## config.mk

```make
export PLATFORM = sky130hd
export DESIGN_NAME = ldpc_layer_sched
export DESIGN_NICKNAME = d
export VERILOG_FILES = /design/src/rtl/ldpc_pkg.sv /design/src/rtl/ldpc_wrap_cnt.sv /design/src/rtl/ldpc_layer_sched.sv
export SDC_FILE = /design/constraint.sdc
export NUM_CORES = 1
export LEC_CHECK = 0
export CAP_MARGIN = 20
export CORE_ASPECT_RATIO = 1.2
export CORE_MARGIN = 2
export CORE_UTILIZATION = 25
export DETAILED_ROUTE_END_ITERATION = 8
export PLACE_DENSITY = 0.58
export SETUP_SLACK_MARGIN = 0.05
export SLEW_MARGIN = 0
export SYNTH_ARGS = -nofsm -noshare
export SYNTH_HDL_FRONTEND = slang
export SYNTH_SLANG_ARGS = --single-unit
```

## constraint.sdc

```tcl
create_clock -name clk -period 1.3 [get_ports clk]
set_input_delay 0.195 -clock clk [delete_from_list [all_inputs] [get_ports clk]]
set_output_delay 0.195 -clock clk [all_outputs]
set_load 0.005 [all_outputs]
```

## src/rtl/ldpc_pkg.sv

```systemverilog
// Shared types and default sizing for the layered LDPC decoder control path.
package ldpc_pkg;

    localparam int unsigned NLAYERS   = 12;
    localparam int unsigned MAX_ITER  = 10;
    localparam int unsigned CNU_LAT   = 2;
    localparam int unsigned WAIT_BITS = 3;

    typedef enum logic [2:0] {
        S_IDLE  = 3'd0,
        S_PH_A  = 3'd1,
        S_WAIT  = 3'd2,
        S_PH_B  = 3'd3,
        S_CHECK = 3'd4,
        S_FIN   = 3'd5
    } sched_state_t;

endpackage

```

## src/rtl/ldpc_wrap_cnt.sv

```systemverilog
// Modulo-N counter with synchronous clear, increment enable and terminal-count flag.
module ldpc_wrap_cnt #(
    parameter int unsigned N = 4,
    parameter int unsigned W = 2
) (
    input  logic         clk,
    input  logic         rst,
    input  logic         clr,
    input  logic         inc,
    output logic [W-1:0] count,
    output logic         last
);

    assign last = (count == W'(N - 1));

    always_ff @(posedge clk or posedge rst) begin
        if (rst) begin
            count <= '0;
        end else if (clr) begin
            count <= '0;
        end else if (inc) begin
            count <= last ? '0 : count + W'(1);
        end
    end

endmodule

```

## src/rtl/ldpc_layer_sched.sv

```systemverilog
// Layer/iteration scheduler: sequences read, CNU wait and write per layer, then a
// syndrome check per iteration, until syndrome pass, iteration limit or abort.
module ldpc_layer_sched #(
    parameter int unsigned NLAYERS  = ldpc_pkg::NLAYERS,
    parameter int unsigned MAX_ITER = ldpc_pkg::MAX_ITER,
    parameter int unsigned CNU_LAT  = ldpc_pkg::CNU_LAT,
    parameter int unsigned LBITS    = $clog2(NLAYERS),
    parameter int unsigned IBITS    = $clog2(MAX_ITER + 1)
) (
    input  logic             clk,
    input  logic             rst,
    input  logic             start,
    input  logic             abort,
    input  logic             syn_ok,
    output logic             busy,
    output logic             sel,
    output logic             rd_en,
    output logic             wr_en,
    output logic [LBITS-1:0] layer,
    output logic [IBITS-1:0] iter,
    output logic             syn_clr,
    output logic             done,
    output logic             success,
    output logic [IBITS-1:0] iters_used
);

    import ldpc_pkg::*;

    sched_state_t         state, state_nx;
    logic [WAIT_BITS-1:0] wait_cnt;
    logic                 layer_clr, layer_inc, layer_last;
    logic                 iter_clr, iter_inc, iter_last;
    logic                 wait_load, wait_clr;
    logic                 res_latch, res_ok, clr_pulse;

    ldpc_wrap_cnt #(.N(NLAYERS), .W(LBITS)) u_layer_cnt (
        .clk   (clk),
        .rst   (rst),
        .clr   (layer_clr),
        .inc   (layer_inc),
        .count (layer),
        .last  (layer_last)
    );

    ldpc_wrap_cnt #(.N(MAX_ITER), .W(IBITS)) u_iter_cnt (
        .clk   (clk),
        .rst   (rst),
        .clr   (iter_clr),
        .inc   (iter_inc),
        .count (iter),
        .last  (iter_last)
    );

    always_ff @(posedge clk or posedge rst) begin
        if (rst) begin
            state <= S_IDLE;
        end else begin
            state <= state_nx;
        end
    end

    always_comb begin
        state_nx  = state;
        layer_clr = 1'b0;
        layer_inc = 1'b0;
        iter_clr  = 1'b0;
        iter_inc  = 1'b0;
        wait_load = 1'b0;
        wait_clr  = 1'b0;
        res_latch = 1'b0;
        res_ok    = 1'b0;
        clr_pulse = 1'b0;
        case (state)
            S_IDLE: begin
                if (start) begin
                    state_nx  = S_PH_A;
                    layer_clr = 1'b1;
                    iter_clr  = 1'b1;
                    clr_pulse = 1'b1;
                end
            end
            S_PH_A: begin
                state_nx  = S_WAIT;
                wait_load = 1'b1;
            end
            S_WAIT: begin
                if (wait_cnt == '0) begin
                    state_nx = S_PH_B;
                end
            end
            S_PH_B: begin
                layer_inc = 1'b1;
                state_nx  = layer_last ? S_CHECK : S_PH_A;
            end
            S_CHECK: begin
                if (syn_ok) begin
                    state_nx  = S_FIN;
                    res_latch = 1'b1;
                    res_ok    = 1'b1;
                end else if (iter_last) begin
                    state_nx  = S_FIN;
                    res_latch = 1'b1;
                end else begin
                    state_nx  = S_PH_A;
                    iter_inc  = 1'b1;
                    clr_pulse = 1'b1;
                end
            end
            S_FIN: begin
                state_nx  = S_IDLE;
                layer_clr = 1'b1;
                iter_clr  = 1'b1;
            end
            default: begin
                state_nx = S_IDLE;
            end
        endcase
        // Abort wins over any decision taken above, including the CHECK verdict.
        if (abort && (state inside {S_PH_A, S_WAIT, S_PH_B, S_CHECK})) begin
            state_nx  = S_IDLE;
            layer_clr = 1'b1;
            iter_clr  = 1'b1;
            layer_inc = 1'b0;
            iter_inc  = 1'b0;
            wait_load = 1'b0;
            wait_clr  = 1'b1;
            res_latch = 1'b0;
            clr_pulse = 1'b0;
        end
    end

    always_ff @(posedge clk or posedge rst) begin
        if (rst) begin
            wait_cnt <= '0;
        end else if (wait_clr) begin
            wait_cnt <= '0;
        end else if (wait_load) begin
            wait_cnt <= WAIT_BITS'(CNU_LAT - 1);
        end else if (wait_cnt != '0) begin
            wait_cnt <= wait_cnt - WAIT_BITS'(1);
        end
    end

    // Strobes are flopped from the next-state decode so they line up with the state.
    always_ff @(posedge clk or posedge rst) begin
        if (rst) begin
            busy       <= 1'b0;
            sel        <= 1'b0;
            rd_en      <= 1'b0;
            wr_en      <= 1'b0;
            done       <= 1'b0;
            success    <= 1'b0;
            iters_used <= '0;
        end else begin
            busy  <= (state_nx != S_IDLE);
            sel   <= (state_nx == S_PH_B);
            rd_en <= (state_nx == S_PH_A);
            wr_en <= (state_nx == S_PH_B);
            done  <= (state_nx == S_FIN);
            if (res_latch) begin
                success    <= res_ok;
                iters_used <= iter + IBITS'(1);
            end
        end
    end

    // The syndrome accumulator clears on the very edge that starts an iteration.
    assign syn_clr = clr_pulse & ~rst;

endmodule

```

==> metrics.md, run 1 <==
| Metric | Value |
|---|---|
| Max cap viols | `0` |
| WP data arrival | `1.66 ns` |
| First-pass GRT wire length | `5768 um` |
| Register Area | `579.3 um^2` |
| Placed Cells | `249` |
| Min Tclk post-route | `1.855 ns` |
| Worst-margin pin slew | `0.3462 ns` |
| Cts hold-fix bufs | `0` |
| Synth warn | `0` |
| Yosys cell types | `42` |
| CTS Buf Count | `3` |
| Row cnt | `28` |
| Internal power | `1.832 mW` |
| Antenna-violating nets left | `0` |
| Clock root buffer | `clkbuf_8` |
| Post-synth top flop | `dfrtp_1` |
| Worst Setup Start Kind | `register` |
| Met3 WL | `72 um` |
| Antenna Cells | `0` |
| Reg clk slew, reported paths | `0.08 ns` |
| Pleak | `1.051 nW` |
| Combinational fraction of design power | `0.522` |
| Finished Core Util | `0.4286` |
| CP Max Fanout | `2` |
| Slew headroom | `0.7682` |
| Layout cells sized above 1 | `0.4423` |
| DR iter-0 viols | `33` |
| Finish-stage setup viols | `21` |
| Clock latency on the worst-skew pair | `0.27 ns` |
| Final Hold Vio Count | `0` |
| RSZ-0062 raised after global routing | `yes` |
| Detailed-route via count | `1245` |
| Sw frac | `0.3591` |
| Fin crit share | `1.427` |
| Ys async rst share | `1.000` |
| Peak VDD IR | `0.7012 mV` |
| Total Wirelength | `3342 um` |
| CP Data Required Time | `between 1 and 1.5 ns` |
| Fill count | `500` |
| Initial core utilization | `0.2620` |
| TritonCTS clock tree | `yes` |
| Post-synthesis instance area | `1313 um^2` |
| Nets | `219` |
| Register bit total from synthesis | `23` |
| Clock network fraction of total power | `0.158` |
| Clock sinks | `23` |
| Routed met1 length | `1498 um` |
| Fmax | `around 540 MHz` |
| Multi-input logic area | `739.5 um^2` |
| Max-slew violations | `0` |
| Register area share after synthesis | `0.4385` |
| Ports | `24` |
| Layout area overhead | `63.58%` |
| Placer Congestion | `0.7972` |
| Top layer in use | `met4` |
| Pwr/cell area | `1331 nW/um^2` |
| H-Tree Level Count | `1` |
| Power share of the sequential group | `0.320` |
| Vias in the first global route | `1256` |
| Die H | `83.38 um` |
| Pre-Repair DR Iteration Count | `4` |
| P_sw | `1.026 mW` |
| Non-filler instance count after layout | `268` |
| Post-synth EDFFs | `0` |
| WS Path Type | `reg -> out` |
| Detailed Place HPWL | `2338 um` |
| Met2 wire len | `around 1700 um` |
| Die X | `70.15 um` |
| DRC Markers | `0` |
| Mean Syn Cell Area | `roughly 9.7 um^2` |
| CP endpoint kind | `primary output` |
| Failing checks | `setup timing` |
| Die area | `approximately 5800 um^2` |
| Global Route Usage Sum | `0.1223` |
| Mapped Nets | `146` |
| Avg Vias per Cell | `4.646` |
| Final Skew | `0.006439 ns` |
| Clk buf depth | `2` |
| Post-synthesis instance total | `136` |
| PnR worst setup slack | `-0.5553 ns` |
| Tot Pwr | `2.858 mW` |
| Grt ovf | `0` |
| HP Class | `in -> async` |
| Initial antenna violation count | `0` |
| Largest net degree at the start of global routing | `24` |
| IO Port Bufs | `23` |
| Core box area | `between 5000 and 6000 um^2` |
| Status | `finished, violations left` |
| Drt wl/cell | `around 12 um` |
==> cell families (layout without fill, tap and decap cells) <==
logic type,count (synthesis),in the layout,share of synthesized area
AND/OR/NAND/NOR,49,49,0.2202
AO/OA/AOI/OAI,31,31,0.1497
flip-flops,23,23,0.4385
buffers and inverters,19,91,0.07721
XOR/XNOR,6,6,0.04005
adder cells (fa/ha/maj),5,5,0.04766
multiplexers,3,3,0.02669
==> cells in the final DEF, fill, tap and decap left out, drive strengths merged, types with 5 or more instances in the layout <==
cell | Yosys | final
a21oi | 6 | 6
buf | 10 | 59
clkbuf | 0 | 5
dfrtp | 23 | 23
dlygate4sd2 | 0 | 10
ha | 5 | 5
inv | 9 | 9
nand2 | 13 | 13
nor2 | 14 | 14
nor3 | 5 | 5
o21ai | 14 | 14
==> synthesized netlist by cell type (2+ instances only) <==
master	instances	area [um^2]
a21oi_1	5	25.02
buf_6	2	22.52
xnor2_1	3	26.28
ha_1	5	62.56
dfrtp_1	23	575.6
nor2b_1	2	12.51
xor2_1	3	26.28
mux2i_1	2	20.02
nand2_1	13	48.80
inv_1	9	33.78
o21ai_0	12	60.06
nor2_1	13	48.80
nor3_1	5	25.02
o21ai_1	2	10.01
nor4b_1	2	17.52
and3b_1	2	17.52
buf_4	2	15.01
o211ai_1	2	15.01
buf_2	6	30.03
==> timing repair <==
item | 4_1_cts | 5_1_grt
hold endpoints to repair | 0 | 0
gates resized for setup | 49 | 23
pin swaps | 9 | 8
cloned | 0 | 0
setup endpoints to repair | 40 | 28
buffers inserted | 13 | 3
==> area by class of cell <==
| class | count | share of cell area |
|---|---|---|
| clock buffer | 4 | 0.02098 |
| tap | 60 | 0.03497 |
| timing repair buffer | 78 | 0.3141 |
| inverter | 9 | 0.01573 |
| multi-input combinational | 94 | 0.3444 |
| sequential | 23 | 0.2698 |
==> layer usage <==
metal / track usage / up-vias
li1: - / 618
met1: 0.1547 / 602
met2: 0.2130 / 18
met3: 0.01456 / 7
met4: 0.04196 / 0
met5: 0 / -
==> state kept, by name, indices dropped and copies added, names as in the netlist <==
signal and flops:
done 1, wait_cnt 3, u_iter_cnt.count 4, state 3, u_layer_cnt.count 4, busy 1, iters_used 4, success 1
rd_en 1, wr_en 1
==> power by group through the flow <==
stage | clock (mW) | combinational (mW) | sequential, mW
floorplan | 0 | 0.793 | 0.892
global placement | 0 | 1.32 | 0.936
detailed placement | 0 | 1.33 | 0.938
CTS | 0.478 | 1.42 | 0.910
global route | 0.503 | 1.66 | 0.934
finish | 0.451 | 1.49 | 0.915
==> final timing paths <==
check                                     from  cells past startpoint            end  slack [ns]
max                        u_iter_cnt.count[0]                      6        syn_clr       -0.56
min                                        rst                      3          rd_en        0.29
max reg2reg                           state[1]                      5        success       -0.24
min reg2reg                      iters_used[1]                      2  iters_used[1]        0.49
max in group asynchronous                  rst                      3       state[1]        0.84
min in group clk                 iters_used[1]                      2  iters_used[1]        0.49
==> worst max-delay path: stages, from the launching register on <==
cell and delay, ns:
dfrtp_2 0.43, ha_4 0.16, and3b_1 0.19, nor2_2 0.15, a21oi_2 0.08, nor4_2 0.25, buf_2 0.15
==> through the flow <==
stage / hold slack [ns] / TNS (ns) / setup WS (ns) / cell area (um^2)
global route: 0.3004 / -5.876 / -0.6578 / 2147
detailed placement: 0.4799 / -7.871 / -0.6872 / 1893
floorplan: 0.1969 / -0.6016 / -0.1068 / 1336
CTS: 0.2776 / -3.553 / -0.5623 / 2051
global placement: 0.4769 / -7.909 / -0.6335 / 1893
finish: 0.2901 / -4.033 / -0.5553 / 2147
(Power assumes the default switching activity.)
==> run 2, diff against run 1 <==
--- a/config.mk
+++ b/config.mk
@@ -10,7 +10,7 @@
 export CORE_MARGIN = 2
 export CORE_UTILIZATION = 25
 export DETAILED_ROUTE_END_ITERATION = 8
-export PLACE_DENSITY = 0.58
+export PLACE_DENSITY = 0.56
 export SETUP_SLACK_MARGIN = 0.05
 export SLEW_MARGIN = 0
 export SYNTH_ARGS = -nofsm -noshare
==> constraint.sdc (replaced) <==
create_clock -name clk -period 2.25 [get_ports clk]
set_input_delay 0.3375 -clock clk [delete_from_list [all_inputs] [get_ports clk]]
set_output_delay 0.3375 -clock clk [all_outputs]
set_load 0.005 [all_outputs]
==> run 2 against run 1 <==
The flow now finishes without violations. First-iteration DRC count down 24%. Die area unchanged. Routed wire length down 21%. Sequential power down 42%. Final cell count down 17%. Worst setup slack better by 0.77 ns. Core utilization down 9.6 points. Critical endpoint unchanged. Largest cell class unchanged.
==> metrics.md, run 2 (synthesis results as in run 1) <==
| Metric | Value |
|---|---|
| Die H | `83.38 um (unchanged)` |
| TritonCTS clock tree | `yes` |
| Max-slew violations | `0 (unchanged)` |
| Ports | `24 (unchanged)` |
| Pwr/cell area | `801.8 nW/um^2 (-40%)` |
| Antenna Cells | `0 (unchanged)` |
| CP endpoint kind | `primary output` |
| Largest regs | `iters_used x4, u_iter_cnt.count x4, u_layer_cnt.count x4` |
| Hold_ws | `0.4627 ns (+0.1726 ns)` |
| Max cap viols | `0 (unchanged)` |
| Worst Setup Start Kind | `register` |
| Non-filler instance count after layout | `222 (-17%)` |
| IO Port Bufs | `23 (unchanged)` |
| Pleak | `0.7317 nW (-30%)` |
| Min Tclk post-route | `roughly 2.0 ns` |
| Worst-margin pin slew | `0.7158 ns (+0.3696 ns)` |
| Antenna-violating nets left | `0 (unchanged)` |
| Initial core utilization | `0.2620 (unchanged)` |
| Critical path, cell by cell | `ha_1 -> and3b_1 -> nor2_2 -> a21oi_1 -> nor4_2 -> clkbuf_2` |
| Cts hold-fix bufs | `0 (unchanged)` |
| Final Hold Vio Count | `0 (unchanged)` |
| Status | `finished, final reports clean` |
| DRC Markers | `0 (unchanged)` |
| Placed Cells | `218 (-12%)` |
| Finish-stage setup viols | `0 (-100%)` |
| Pre-Repair DR Iteration Count | `4 (unchanged)` |
| Layout area overhead | `26.98%` |
| Die area | `5848 um^2 (unchanged)` |
| Largest net degree at the start of global routing | `24 (unchanged)` |
| Fill count | `510 (+2.0%)` |
| First-pass GRT wire length | `4491 um (-22%)` |
| Worst Setup SP | `u_iter_cnt.count[0]` |
| DR iter-0 viols | `25 (-24%)` |
| CTS Buf Count | `3 (unchanged)` |
| Slew headroom | `0.5196 (-0.2487)` |
| Avg Vias per Cell | `4.509 (-2.9%)` |
| Drt wl/cell | `11.95 um (-4.1%)` |
| Worst reg2reg path startpoint | `u_iter_cnt.count[0]` |
| Total Wirelength | `2654 um (-21%)` |
| Reg clk slew, reported paths | `0.08 ns (about the same)` |
| Row cnt | `28 (unchanged)` |
| Final Skew | `0.001499 ns (-0.004940 ns)` |
| Clock root buffer | `clkbuf_8` |
| CP Max Fanout | `3 (+1)` |
| CP Data Required Time | `1.91 ns (+0.80 ns)` |
| Detailed-route via count | `1001 (-20%)` |
| WP data arrival | `1.69 ns (+0.03 ns)` |
| Post-Place Worst Slack | `0.07464 ns (+0.7618 ns)` |
| Clock latency on the worst-skew pair | `0.26 ns (about the same)` |
| Nets | `173 (-21%)` |
| Peak VDD IR | `0.3948 mV (-44%)` |
| Commonest cells after routing, fill and taps aside | `dfrtp_1, clkdlybuf4s50_1, nand2_1` |
| Core box area | `5010 um^2 (unchanged)` |
| Placer Congestion | `0.7231 (-9.3%)` |
| Fin Setup TNS | `0 ns (+4.033 ns)` |
| Vias in the first global route | `975 (-22%)` |
| Fin crit share | `0.9025` |
| Grt ovf | `0 (unchanged)` |
| Die X | `70.15 um (unchanged)` |
| RSZ-0062 raised after global routing | `no` |
| Finished Core Util | `0.3327 (-0.09590)` |
| Fmax | `~500 MHz` |
| Global Route Usage Sum | `0.09412 (-0.02816)` |
| Clock sinks | `23 (unchanged)` |
| Slowest cell on the critical path | `dfrtp_1` |
| Layout cells sized above 1 | `0.1420 (-0.3003)` |
| Crit-path max cell delay | `0.38 ns (-0.05 ns)` |
| # Post-CTS Setup Buffers | `0 (-13)` |
| Detailed Place HPWL | `1967 um (-16%)` |
| HP Class | `in -> async` |
| Commonest non-fill, non-tap cell in the layout | `dfrtp_1` |
| H-Tree Level Count | `1 (unchanged)` |
| PnR worst setup slack | `0.2194 ns (+0.7746 ns)` |
| WS Path Type | `reg -> out` |
| Clk buf depth | `2 (unchanged)` |
| Initial antenna violation count | `0 (unchanged)` |
[run 2: changes by cell type in the layout (fill, tap and decap cells not counted), sizes merged]
cell,change
clkdlybuf4s15,-4
dlygate4sd2,-10
clkdlybuf4s50,+18
buf,-50
[run 2: metal layers]
layer  track usage  wire, um
met4       0.04720        44
met1        0.1153      1202
met2        0.1636      1356
met3      0.007282        51
met5             0         0
[run 2: timing repair]
item | 4_1_cts | 5_1_grt
setup endpoints to repair | 1 | 1
pin swaps | 0 | 2
resized for setup | 2 | 3
[run 2: layout make-up]
type / count / area [um^2] / area share
Clock buffer: 4 / 45.04 / 0.02703
Inverter: 9 / 33.78 / 0.02027
Multi-Input combinational cell: 94 / 644.4 / 0.3866
Sequential cell: 23 / 575.6 / 0.3453
Tap cell: 60 / 75.07 / 0.04505
Timing Repair Buffer: 32 / 292.8 / 0.1757
[run 2: path summary, 6_finish.rpt]
check / endpoint / slack [ns] / depth (start not counted)
setup / recovery: syn_clr / 0.22 / 6
hold / removal: rd_en / 0.46 / 3
setup reg to reg: busy / 0.51 / 4
hold reg to reg: iters_used[1] / 0.48 / 2
max in group asynchronous: iters_used[0] / 1.56 / 3
min in group clk: iters_used[1] / 0.48 / 2
[run 2: power breakdown]
part	switching (mW)	internal [mW]	total, mW
Clock	0.130	0.126	0.257
Combinational	0.310	0.237	0.547
Sequential	0.0531	0.479	0.532
Total	0.494	0.843	1.34
[run 2: worst max-delay path, delay by kind of cell (launching register included)]
family	cells	cell delay (ns)
flops	1	0.38
compound gates	1	0.09
simple gates	3	0.59
fa+ha+maj	1	0.21
buf+inv	1	0.15
[run 2: stage by stage]
stage	cell area, um^2	total power [mW]
4_1_cts	1664	1.351
5_1_grt	1667	1.444
3_3_place_gp	1618	1.086
3_5_place_dp	1618	1.084
2_1_floorplan	1313	0.9565
6_report	1667	1.336
